**src/rtl/pcie_vc_trans_n.sv**
```systemverilog
// Transaction-layer buffer/arbiter: each input port is split into NVC virtual-channel
// FIFOs, drained by a per-port round-robin arbiter into a ready/valid output register.
module pcie_vc_trans_n #(
  parameter int NPORTS = 2,
  parameter int NVC    = 2,
  parameter int VC_W   = 1,
  parameter int DATA_W = 5,
  parameter int DEPTH  = 8,
  parameter int CNT_W  = 4
) (
  input  logic                       clk,
  input  logic                       reset,
  input  logic [NPORTS-1:0]          in_valid,
  input  logic [NPORTS*(VC_W+DATA_W)-1:0] in_data,
  input  logic [CNT_W-1:0]           umbral_alto,
  input  logic [CNT_W-1:0]           umbral_bajo,
  input  logic [NPORTS-1:0]          out_ready,
  output logic [NPORTS-1:0]          out_valid,
  output logic [NPORTS*DATA_W-1:0]   out_data,
  output logic [NPORTS*VC_W-1:0]     out_vc,
  output logic [NPORTS*NVC-1:0]      pause,
  output logic [NPORTS*NVC-1:0]      continue_o,
  output logic [NPORTS*NVC-1:0]      empty,
  output logic [NPORTS*NVC-1:0]      fifo_error
);

  localparam int IW    = VC_W + DATA_W;
  localparam int PTR_W = CNT_W - 1;
  localparam int NF    = NPORTS * NVC;

  // Stage 1: input register
  logic [NPORTS-1:0] in_valid_r;
  logic [VC_W-1:0]   in_vc_r  [NPORTS];
  logic [DATA_W-1:0] in_pay_r [NPORTS];

  // Stage 2: VC FIFOs
  logic [DATA_W-1:0] mem     [NPORTS][NVC][DEPTH];
  logic [CNT_W-1:0]  cnt     [NPORTS][NVC];
  logic [CNT_W-1:0]  cnt_nxt [NPORTS][NVC];
  logic [PTR_W-1:0]  wptr    [NPORTS][NVC];
  logic [PTR_W-1:0]  rptr    [NPORTS][NVC];
  logic              push    [NPORTS][NVC];
  logic              pop     [NPORTS][NVC];
  logic [NF-1:0]     overflow;
  logic [NF-1:0]     pause_nxt;

  // Stage 3: arbitration
  logic [VC_W-1:0]   rr_ptr  [NPORTS];
  logic [VC_W-1:0]   grant   [NPORTS];
  logic [NPORTS-1:0] grant_any;
  logic [NPORTS-1:0] slot_free;
  logic [DATA_W-1:0] rd_data [NPORTS];

  // Round-robin search: first non-empty VC at or after rr_ptr, wrapping modulo NVC.
  always_comb begin
    // NOTE: every variable gets a default before any conditional write, so no latches.
    for (int p = 0; p < NPORTS; p++) begin
      slot_free[p] = !out_valid[p] || out_ready[p];
      grant_any[p] = 1'b0;
      grant[p]     = rr_ptr[p];
      for (int i = 0; i < NVC; i++) begin
        if (!grant_any[p] && (cnt[p][VC_W'(rr_ptr[p] + VC_W'(i))] != '0)) begin
          grant_any[p] = 1'b1;
          grant[p]     = VC_W'(rr_ptr[p] + VC_W'(i));
        end
      end
      rd_data[p] = mem[p][grant[p]][rptr[p][grant[p]]];
    end
  end

  // Push/pop decisions and next-state flow control, per FIFO.
  always_comb begin
    overflow  = '0;
    pause_nxt = '0;
    for (int p = 0; p < NPORTS; p++) begin
      for (int v = 0; v < NVC; v++) begin
        logic push_req;
        logic full;
        push_req = in_valid_r[p] && (in_vc_r[p] == VC_W'(v));
        full     = (cnt[p][v] == CNT_W'(DEPTH));
        pop[p][v]  = slot_free[p] && grant_any[p] && (grant[p] == VC_W'(v));
        // A full FIFO still accepts a word when it frees a slot in the same cycle.
        push[p][v] = push_req && (!full || pop[p][v]);
        overflow[p*NVC+v] = push_req && full && !pop[p][v];
        cnt_nxt[p][v] = cnt[p][v] + CNT_W'(push[p][v]) - CNT_W'(pop[p][v]);
        if (cnt_nxt[p][v] >= umbral_alto)
          pause_nxt[p*NVC+v] = 1'b1;
        else if (cnt_nxt[p][v] <= umbral_bajo)
          pause_nxt[p*NVC+v] = 1'b0;
        else
          pause_nxt[p*NVC+v] = pause[p*NVC+v];
      end
    end
  end

  always_comb begin
    empty = '0;
    for (int p = 0; p < NPORTS; p++)
      for (int v = 0; v < NVC; v++)
        empty[p*NVC+v] = (cnt[p][v] == '0);
  end

  // NOTE: payload storage has no reset; the counts and pointers alone define which entries are live.
  always_ff @(posedge clk) begin
    for (int p = 0; p < NPORTS; p++)
      for (int v = 0; v < NVC; v++)
        if (push[p][v])
          mem[p][v][wptr[p][v]] <= in_pay_r[p];
  end

  always_ff @(posedge clk or posedge reset) begin
    // NOTE: non-blocking assignments so every register here sees only pre-edge values.
    if (reset) begin
      in_valid_r <= '0;
      out_valid  <= '0;
      out_data   <= '0;
      out_vc     <= '0;
      pause      <= '0;
      continue_o <= '0;
      fifo_error <= '0;
      for (int p = 0; p < NPORTS; p++) begin
        in_vc_r[p]  <= '0;
        in_pay_r[p] <= '0;
        rr_ptr[p]   <= '0;
        for (int v = 0; v < NVC; v++) begin
          cnt[p][v]  <= '0;
          wptr[p][v] <= '0;
          rptr[p][v] <= '0;
        end
      end
    end else begin
      in_valid_r <= in_valid;
      pause      <= pause_nxt;
      continue_o <= pause & ~pause_nxt;
      fifo_error <= fifo_error | overflow;
      for (int p = 0; p < NPORTS; p++) begin
        {in_vc_r[p], in_pay_r[p]} <= in_data[p*IW +: IW];
        for (int v = 0; v < NVC; v++) begin
          cnt[p][v] <= cnt_nxt[p][v];
          if (push[p][v]) wptr[p][v] <= wptr[p][v] + PTR_W'(1);
          if (pop[p][v])  rptr[p][v] <= rptr[p][v] + PTR_W'(1);
        end
        // A stalled slot (valid && !ready) keeps its word and its arbiter pointer.
        if (slot_free[p]) begin
          if (grant_any[p]) begin
            out_valid[p]                  <= 1'b1;
            out_data[p*DATA_W +: DATA_W]  <= rd_data[p];
            out_vc[p*VC_W +: VC_W]        <= grant[p];
            rr_ptr[p]                     <= grant[p] + VC_W'(1);
          end else begin
            out_valid[p] <= 1'b0;
          end
        end
      end
    end
  end

endmodule

```
**config.mk**
```make
export PLATFORM = sky130hd
export DESIGN_NAME = pcie_vc_trans_n
export DESIGN_NICKNAME = d
export VERILOG_FILES = /design/src/rtl/pcie_vc_trans_n.sv
export SDC_FILE = /design/constraint.sdc
export NUM_CORES = 1
export LEC_CHECK = 0
export CORE_MARGIN = 4
export CORE_UTILIZATION = 40
export DETAILED_ROUTE_END_ITERATION = 10
export GPL_TIMING_DRIVEN = 0
export PLACE_DENSITY = 0.53
export SYNTH_ARGS = -nofsm -noshare
export SYNTH_HDL_FRONTEND = slang
export SYNTH_SLANG_ARGS = --single-unit
export TNS_END_PERCENT = 20
```
**constraint.sdc**
```tcl
create_clock -name clk -period 11.6 [get_ports clk]
set_clock_uncertainty 0.1 [all_clocks]
set_input_delay 2.9 -clock clk [delete_from_list [all_inputs] [get_ports clk]]
set_output_delay 2.9 -clock clk [all_outputs]
set_load 0.01 [all_outputs]
```
==> impl_metrics.py, run 1 <==
metrics = {
    "power_and_ir_drop": {
        "ir_drop_v": 0.000184,
        "switching_share_pct": 39.2,
        "seq_power_share_pct": 32.5,
        "switchingPower_mw": 1.49,
        "pwr-share-comb_pct": 44.6,
        "p_leak_nw": 5.01,
        "p_int_mw": 2.31,
        "power_density_nw_per_um2": 294,
        "finalPower_mw": 3.81,
        "pwr-share-clk_pct": 23.0,
    },
    "cells_and_area": {
        "fin_area_sq_um": 12900,
        "antenna-diode-count": 0,
        "area_delta_synth_final_pct": 17.5,
        "layout-drive-gt1-share_pct": 7.75,
        "final_nets": 1063,
        "post-route-util_pct": 47.9,
    },
    "detailed_routing": {
        "routed_wirelength_mm": 26.6,
        "wl_per_cell_um": 19.9,
        "route.met2.wl_mm": 13.0,
        "wl_met1_mm": 11.9,
        "top_layer": "met4",
        "wl_met3_mm": 1.11,
        "via_per_inst": 5.37,
        "ant_nets": 0,
        "via_count": 7159,
        "drc": 0,
        "drt-initial-drc-count": 474,
        "first_pass_iters": 6,
    },
    "global_route": {
        "grt_pass1_vias": 7168,
        "grtUsageTotal_pct": 17.5,
        "overflow": 0,
        "grt_start_max_net_pins": 46,
        "antenna_found_initial": 0,
        "grt_pass1_wl_mm": 41.7,
    },
    "floorplan": {
        "ios": 56,
        "core_area_sq_um": 27000,
        "chipHeight_um": 174,
        "initial_utilization_pct": 40.8,
        "fp-row-count": 60,
        "die-area_sq_um": 30300,
        "dieWidth_um": 174,
    },
    "placed_design": {
        "hpwl_mm": 18.6,
        "placed_area_sq_um": 12000,
        "port_buffers": 55,
        "gp_congestion": 0.831,
    },
    "sta": {
        "finalCritPeriodShare_pct": 61.3,
        "hold_viol_final": 0,
        "rsz0062_at_grt": "false",
        "fin_hold_ws_ns": 0.373,
        "maxSlewHeadroom_pct": 18.1,
        "setup_tns_ns": 0,
        "period_needed_ns": 7.11,
        "fmax_mhz": 141,
        "setup_viol": 0,
        "tightest_slew_ns": 1.22,
        "slew_viol_final": 0,
    },
    "clocking": {
        "cts_resized": 0,
        "ctsHoldBuffers": 0,
        "htreeDepth": 1,
        "path_clk_slew_ns": 0.06,
        "clock-sinks": 242,
        "post_cts_buffers": 0,
        "clk_path_buf_depth": 3,
        "clock_latency_ns": 0.54,
        "tritoncts": "built",
        "cts_root_buffer": "clkbuf_16",
        "cts-buffers-inserted": 28,
    },
    "yosys": {
        "synth_cells": 885,
        "async_flop_share_pct": 33.9,
        "ys_types": 57,
        "yosysWarningCount": 0,
        "syn_area_sq_um": 11000,
        "synth_flop_cell": "edfxtp_1",
        "syn_area_per_cell_sq_um": 12.4,
        "ys_seq_elements": 242,
        "yosysSeqAreaShare_pct": 62.2,
        "syn_nets": 977,
        "synth-edff-count": 160,
    },
    "critical_path": {
        "arrival_ns": 7.48,
        "worstPathCellList": "clkdlybuf4s50_1, nand2b_1, a21boi_1, nand2_1, a31oi_1, inv_1, ha_1, inv_1, ha_1, fa_1, xor2_1, ha_1, o21ai_0, nand2b_1, a21oi_1, o21ai_0, nor2_1",
        "rrSetupSlack_ns": 6.66,
        "crit_top_cell": "ha_1",
        "path_class": "in -> reg",
        "path_delay_family": "compound AO/OA/AOI/OAI gates",
        "reg2reg_depth": 16,
        "crit_path_top_delay_cell": "a31oi_1",
        "worstSetupStartpointType": "input pin",
        "crit_required_ns": 11.97,
        "worst-path-buf-inv": 3,
        "cp_max_fo": 7,
        "cp_num_cells": 17,
        "crit_path_end_kind": "flip-flop",
        "critical-path-max-stage-delay_ns": 0.71,
    },
    "status": {
        "outcome": "finished clean",
    },
    "hold_path": {
        "worstHoldPathType": "reg -> reg",
        "whs_path_depth": 2,
    },
    "flow_run": {
        "cap_violations": 0,
    },
}
[kinds of logic (layout without fill, tap and decap cells)]
group,after synthesis,count (layout),share of synthesized area [%]
mux,27,27,2.65
buf+inv,78,186,3.02
simple gates,246,246,9.98
fa+ha+maj,70,70,8.15
compound gates,198,198,12.1
flops,242,242,62.2
xor+xnor,24,24,1.91
[power by group through the flow]
stage               Clock (mW)  Sequential [mW]  Combinational, mW
global placement             0             1.25               1.68
global route             0.930             1.26               1.91
floorplan                    0             1.23               1.19
CTS                      0.892             1.24               1.71
detailed placement           0             1.25               1.70
finish                   0.874             1.24               1.70
[tightest hold or removal path: cells and delay by family (launching register included)]
| family | cells | cell delay [ns] |
|---|---|---|
| flip-flops | 1 | 0.34 |
| AO/OA/AOI/OAI | 1 | 0.05 |
| buffers and inverters | 1 | 0.04 |
[path summary, 6_finish.rpt]
check,startpoint,endpoint
setup / recovery,out_ready[0],continue_o[1]
hold / removal,fifo_error[2],fifo_error[2]
setup reg to reg,cnt[1],continue_o[3]
hold reg to reg,fifo_error[2],fifo_error[2]
max in group asynchronous,reset,in_pay_r[8]
min in group asynchronous,reset,continue_o[0]
[metal layers]
metal  vias to the layer above  track usage [%]
li1                       3443                -
met1                      3518             23.8
met4                         0             3.86
met5                         -                0
met2                       156             30.1
met3                        42             2.31
[cell type report]
class,count,area [sq um]
Clock buffer,38,800
Tap cell,341,427
Buffer,32,160
Clock inverter,14,123
Fill cell,2495,14100
Multi-Input combinational cell,565,3830
Timing Repair Buffer,56,578
Sequential cell,242,6860
Inverter,46,175
[sequential cells by signal, summed over array words and instances (netlist names), 4 cells and up]
signal / count
fifo_error: 4
out_data: 10
in_pay_r: 10
wptr: 12
rptr: 12
pause: 4
mem: 160
continue_o: 4
cnt: 16
[cells in the mapped netlist, drive strengths merged, types with 5 or more instances]
cell type,n,share of area [%]
o22ai,10,0.57
nand3,6,0.27
mux2i,19,1.8
xnor2,12,0.95
xor2,12,0.95
mux2,8,0.85
edfxtp,160,44
nand2,74,2.5
o32ai,14,1.3
ha,62,7.0
nand2b,23,1.3
nand4,6,0.34
nor2,98,3.3
o221ai,9,0.72
nor4,5,0.34
o21ai,29,1.3
a21oi,78,3.5
clkbuf,22,0.75
a21o,12,0.82
o211ai,8,0.55
dfrtp,82,19
buf,10,0.70
inv,46,1.6
nor3,18,0.82
and2,5,0.28
[cell usage in the layout, fill, tap and decap left out, drive strengths merged, types with 23 or more instances in the layout]
| master | netlist | layout |
|---|---|---|
| nor2 | 98 | 98 |
| nand2b | 23 | 23 |
| inv | 46 | 47 |
| a21oi | 78 | 78 |
| o21ai | 29 | 29 |
| clkdlybuf4s50 | 0 | 55 |
| dfrtp | 82 | 82 |
| edfxtp | 160 | 160 |
| ha | 62 | 62 |
| clkbuf | 22 | 60 |
| nand2 | 74 | 74 |
[stage by stage]
step / std cells / setup slack [ns]
after floorplan: 885 / 5.43
after global placement: 1281 / 3.93
after detailed placement: 1282 / 3.83
after CTS: 1334 / 4.36
after global routing: 1334 / 4.06
final: 1334 / 4.49
Note: power is estimated with default switching activity, not from simulation.
==> run 2: changes to the inputs <==
--- a/config.mk
+++ b/config.mk
@@ -9,7 +9,7 @@
 export CORE_UTILIZATION = 40
 export DETAILED_ROUTE_END_ITERATION = 10
 export GPL_TIMING_DRIVEN = 0
-export PLACE_DENSITY = 0.53
+export PLACE_DENSITY = 0.55
 export SYNTH_ARGS = -nofsm -noshare
 export SYNTH_HDL_FRONTEND = slang
 export SYNTH_SLANG_ARGS = --single-unit
==> constraint.sdc (replaced) <==
create_clock -name clk -period 6 [get_ports clk]
set_clock_uncertainty 0.1 [all_clocks]
set_input_delay 1.5 -clock clk [delete_from_list [all_inputs] [get_ports clk]]
set_output_delay 1.5 -clock clk [all_outputs]
set_load 0.01 [all_outputs]
==> impl_metrics.py, run 2 (synthesized netlist as in run 1, its figures left out) <==
metrics = {
    "cells_and_area": {
        "nFillCells": 2445,
        "final_nets": 1062,
        "layout_common_cells": "edfxtp_1 (160), nor2_1 (98), dfrtp_1 (82)",
        "largest_register_ffs": 160,
        "area_delta_synth_final_pct": 16.9,
        "regArea_sq_um": 6860,
        "antenna-diode-count": 0,
        "final_common_cell": "edfxtp_1",
        "multiInputGateArea_sq_um": 3830,
        "layout-drive-gt1-share_pct": 7.68,
    },
    "critical_path": {
        "critical-path-max-stage-delay_ns": 0.69,
        "crit_path_top_delay_cell": "a21boi_1",
        "worstSetupStartpointType": "input pin",
        "crit_required_ns": 6.37,
        "path_class": "in -> reg",
        "worstPathCellList": "clkdlybuf4s50_1, nand2b_1, a21boi_1, nand2_1, a311oi_2, inv_1, ha_1, inv_1, ha_1, fa_1, ha_1, nor2b_1, o21ai_0, nand2b_1, a21oi_1, o21ai_0, nor2_1",
        "cp_max_fo": 7,
        "crit_path_end_kind": "flip-flop",
        "arrival_ns": 5.87,
        "crit_top_cell": "ha_1",
    },
    "global_route": {
        "antenna_found_initial": 0,
        "grt_pass1_wl_mm": 41.7,
        "overflow": 0,
        "grt_pass1_vias": 7282,
        "grtUsageTotal_pct": 17.3,
        "grt_start_max_net_pins": 58,
    },
    "floorplan": {
        "fp-row-count": 60,
        "initial_utilization_pct": 40.8,
        "core_area_sq_um": 27000,
        "die-area_sq_um": 30300,
        "dieWidth_um": 174,
        "ios": 56,
        "chipHeight_um": 174,
    },
    "clocking": {
        "htreeDepth": 1,
        "path_clk_slew_ns": 0.06,
        "clock-sinks": 242,
        "post_cts_buffers": 0,
        "clk_path_buf_depth": 3,
        "cts_resized": 0,
        "cts_root_buffer": "clkbuf_16",
        "ctsHoldBuffers": 0,
        "cts-buffers-inserted": 27,
        "tritoncts": "built",
        "clock_latency_ns": 0.53,
    },
    "power_and_ir_drop": {
        "ir_drop_v": 0.000388,
        "power_density_nw_per_um2": 562,
        "p_leak_nw": 4.98,
    },
    "sta": {
        "setup_viol": 0,
        "finalCritPeriodShare_pct": 91.7,
        "fmax_mhz": 182,
        "hold_viol_final": 0,
        "period_needed_ns": 5.50,
        "rsz0062_at_grt": "false",
        "setup_tns_ns": 0,
        "maxSlewHeadroom_pct": 19.1,
        "slew_viol_final": 0,
        "fin_ws_ns": 0.497,
        "tightest_slew_ns": 1.20,
    },
    "detailed_routing": {
        "ant_nets": 0,
        "drc": 0,
        "drt-initial-drc-count": 553,
        "first_pass_iters": 5,
        "routed_wirelength_mm": 26.1,
        "via_per_inst": 5.40,
        "via_count": 7181,
        "wl_per_cell_um": 19.6,
    },
    "flow_run": {
        "cap_violations": 0,
    },
    "placed_design": {
        "pre_cts_ws_ns": -0.216,
        "port_buffers": 55,
        "gp_congestion": 0.811,
        "hpwl_mm": 18.3,
    },
    "hold_path": {
        "worstHoldPathType": "reg -> reg",
    },
    "status": {
        "outcome": "finished clean",
    },
}
[run 2: stage by stage]
stage	area [sq um]	instances	power (mW)	utilization, %	hold slack [ns]
after detailed placement	12000	1282	5.69	44.5	0.368
after CTS	12900	1331	7.31	47.6	0.387
after global placement	12000	1281	5.65	44.4	0.368
after global routing	12900	1331	7.85	47.7	0.399
after floorplan	11000	885	4.67	-	0.357
final	12900	1331	7.23	47.7	0.385
[run 2: critical path, delay by kind of cell]
kind	cells	cell delay, ns
AOI/OAI and AO/OA	5	1.65
and+or+nand+nor	5	0.84
adders and majority gates	4	1.32
buffers and inverters	3	0.58
[run 2: final timing paths]
kind / end / startpoint / cells past startpoint / slack, ns
max in group asynchronous: in_pay_r[3] / reset / 3 / 3.95
hold / removal: out_data[7] / out_data[7] / 2 / 0.38
hold reg to reg: out_data[7] / out_data[7] / 2 / 0.38
setup reg to reg: continue_o[1] / cnt[13] / 16 / 1.24
setup / recovery: continue_o[0] / out_ready[0] / 17 / 0.50
min in group asynchronous: in_valid_r[0] / reset / 2 / 1.21
[run 2: metal layers]
layer,vias up,part of all wire [%],GRT usage [%]
met3,38,4.6,2.78
met5,-,0,0
li1,3436,-,-
met4,0,1.9,3.46
met2,179,49,29.9
met1,3528,44,23.4
[run 2: final cells by class]
| type | count | share of cell area (%) |
|---|---|---|
| clock buffer | 38 | 5.95 |
| multi-input combinational | 565 | 29.8 |
| buffer | 32 | 1.24 |
| timing repair buffer | 56 | 4.49 |
| inverter | 46 | 1.36 |
| clock inverter | 11 | 0.651 |
| sequential | 242 | 53.2 |
| tap | 341 | 3.31 |
[run 2: power breakdown]
| part | switching [mW] | total (mW) | internal, mW | leakage, nW |
|---|---|---|---|---|
| registers | 0.257 | 2.38 | 2.12 | 2.40 |
| logic | 1.94 | 3.28 | 1.34 | 2.16 |
| clock network | 0.644 | 1.57 | 0.930 | 0.419 |
==> run 3: changes to the inputs <==
--- a/config.mk
+++ b/config.mk
@@ -10,6 +10,7 @@
 export DETAILED_ROUTE_END_ITERATION = 10
 export GPL_TIMING_DRIVEN = 0
 export PLACE_DENSITY = 0.55
+export RECOVER_POWER = 25
 export SYNTH_ARGS = -nofsm -noshare
 export SYNTH_HDL_FRONTEND = slang
 export SYNTH_SLANG_ARGS = --single-unit
==> results of run 3 <==
Final layout, timing and power as in run 2 (identical DEF).
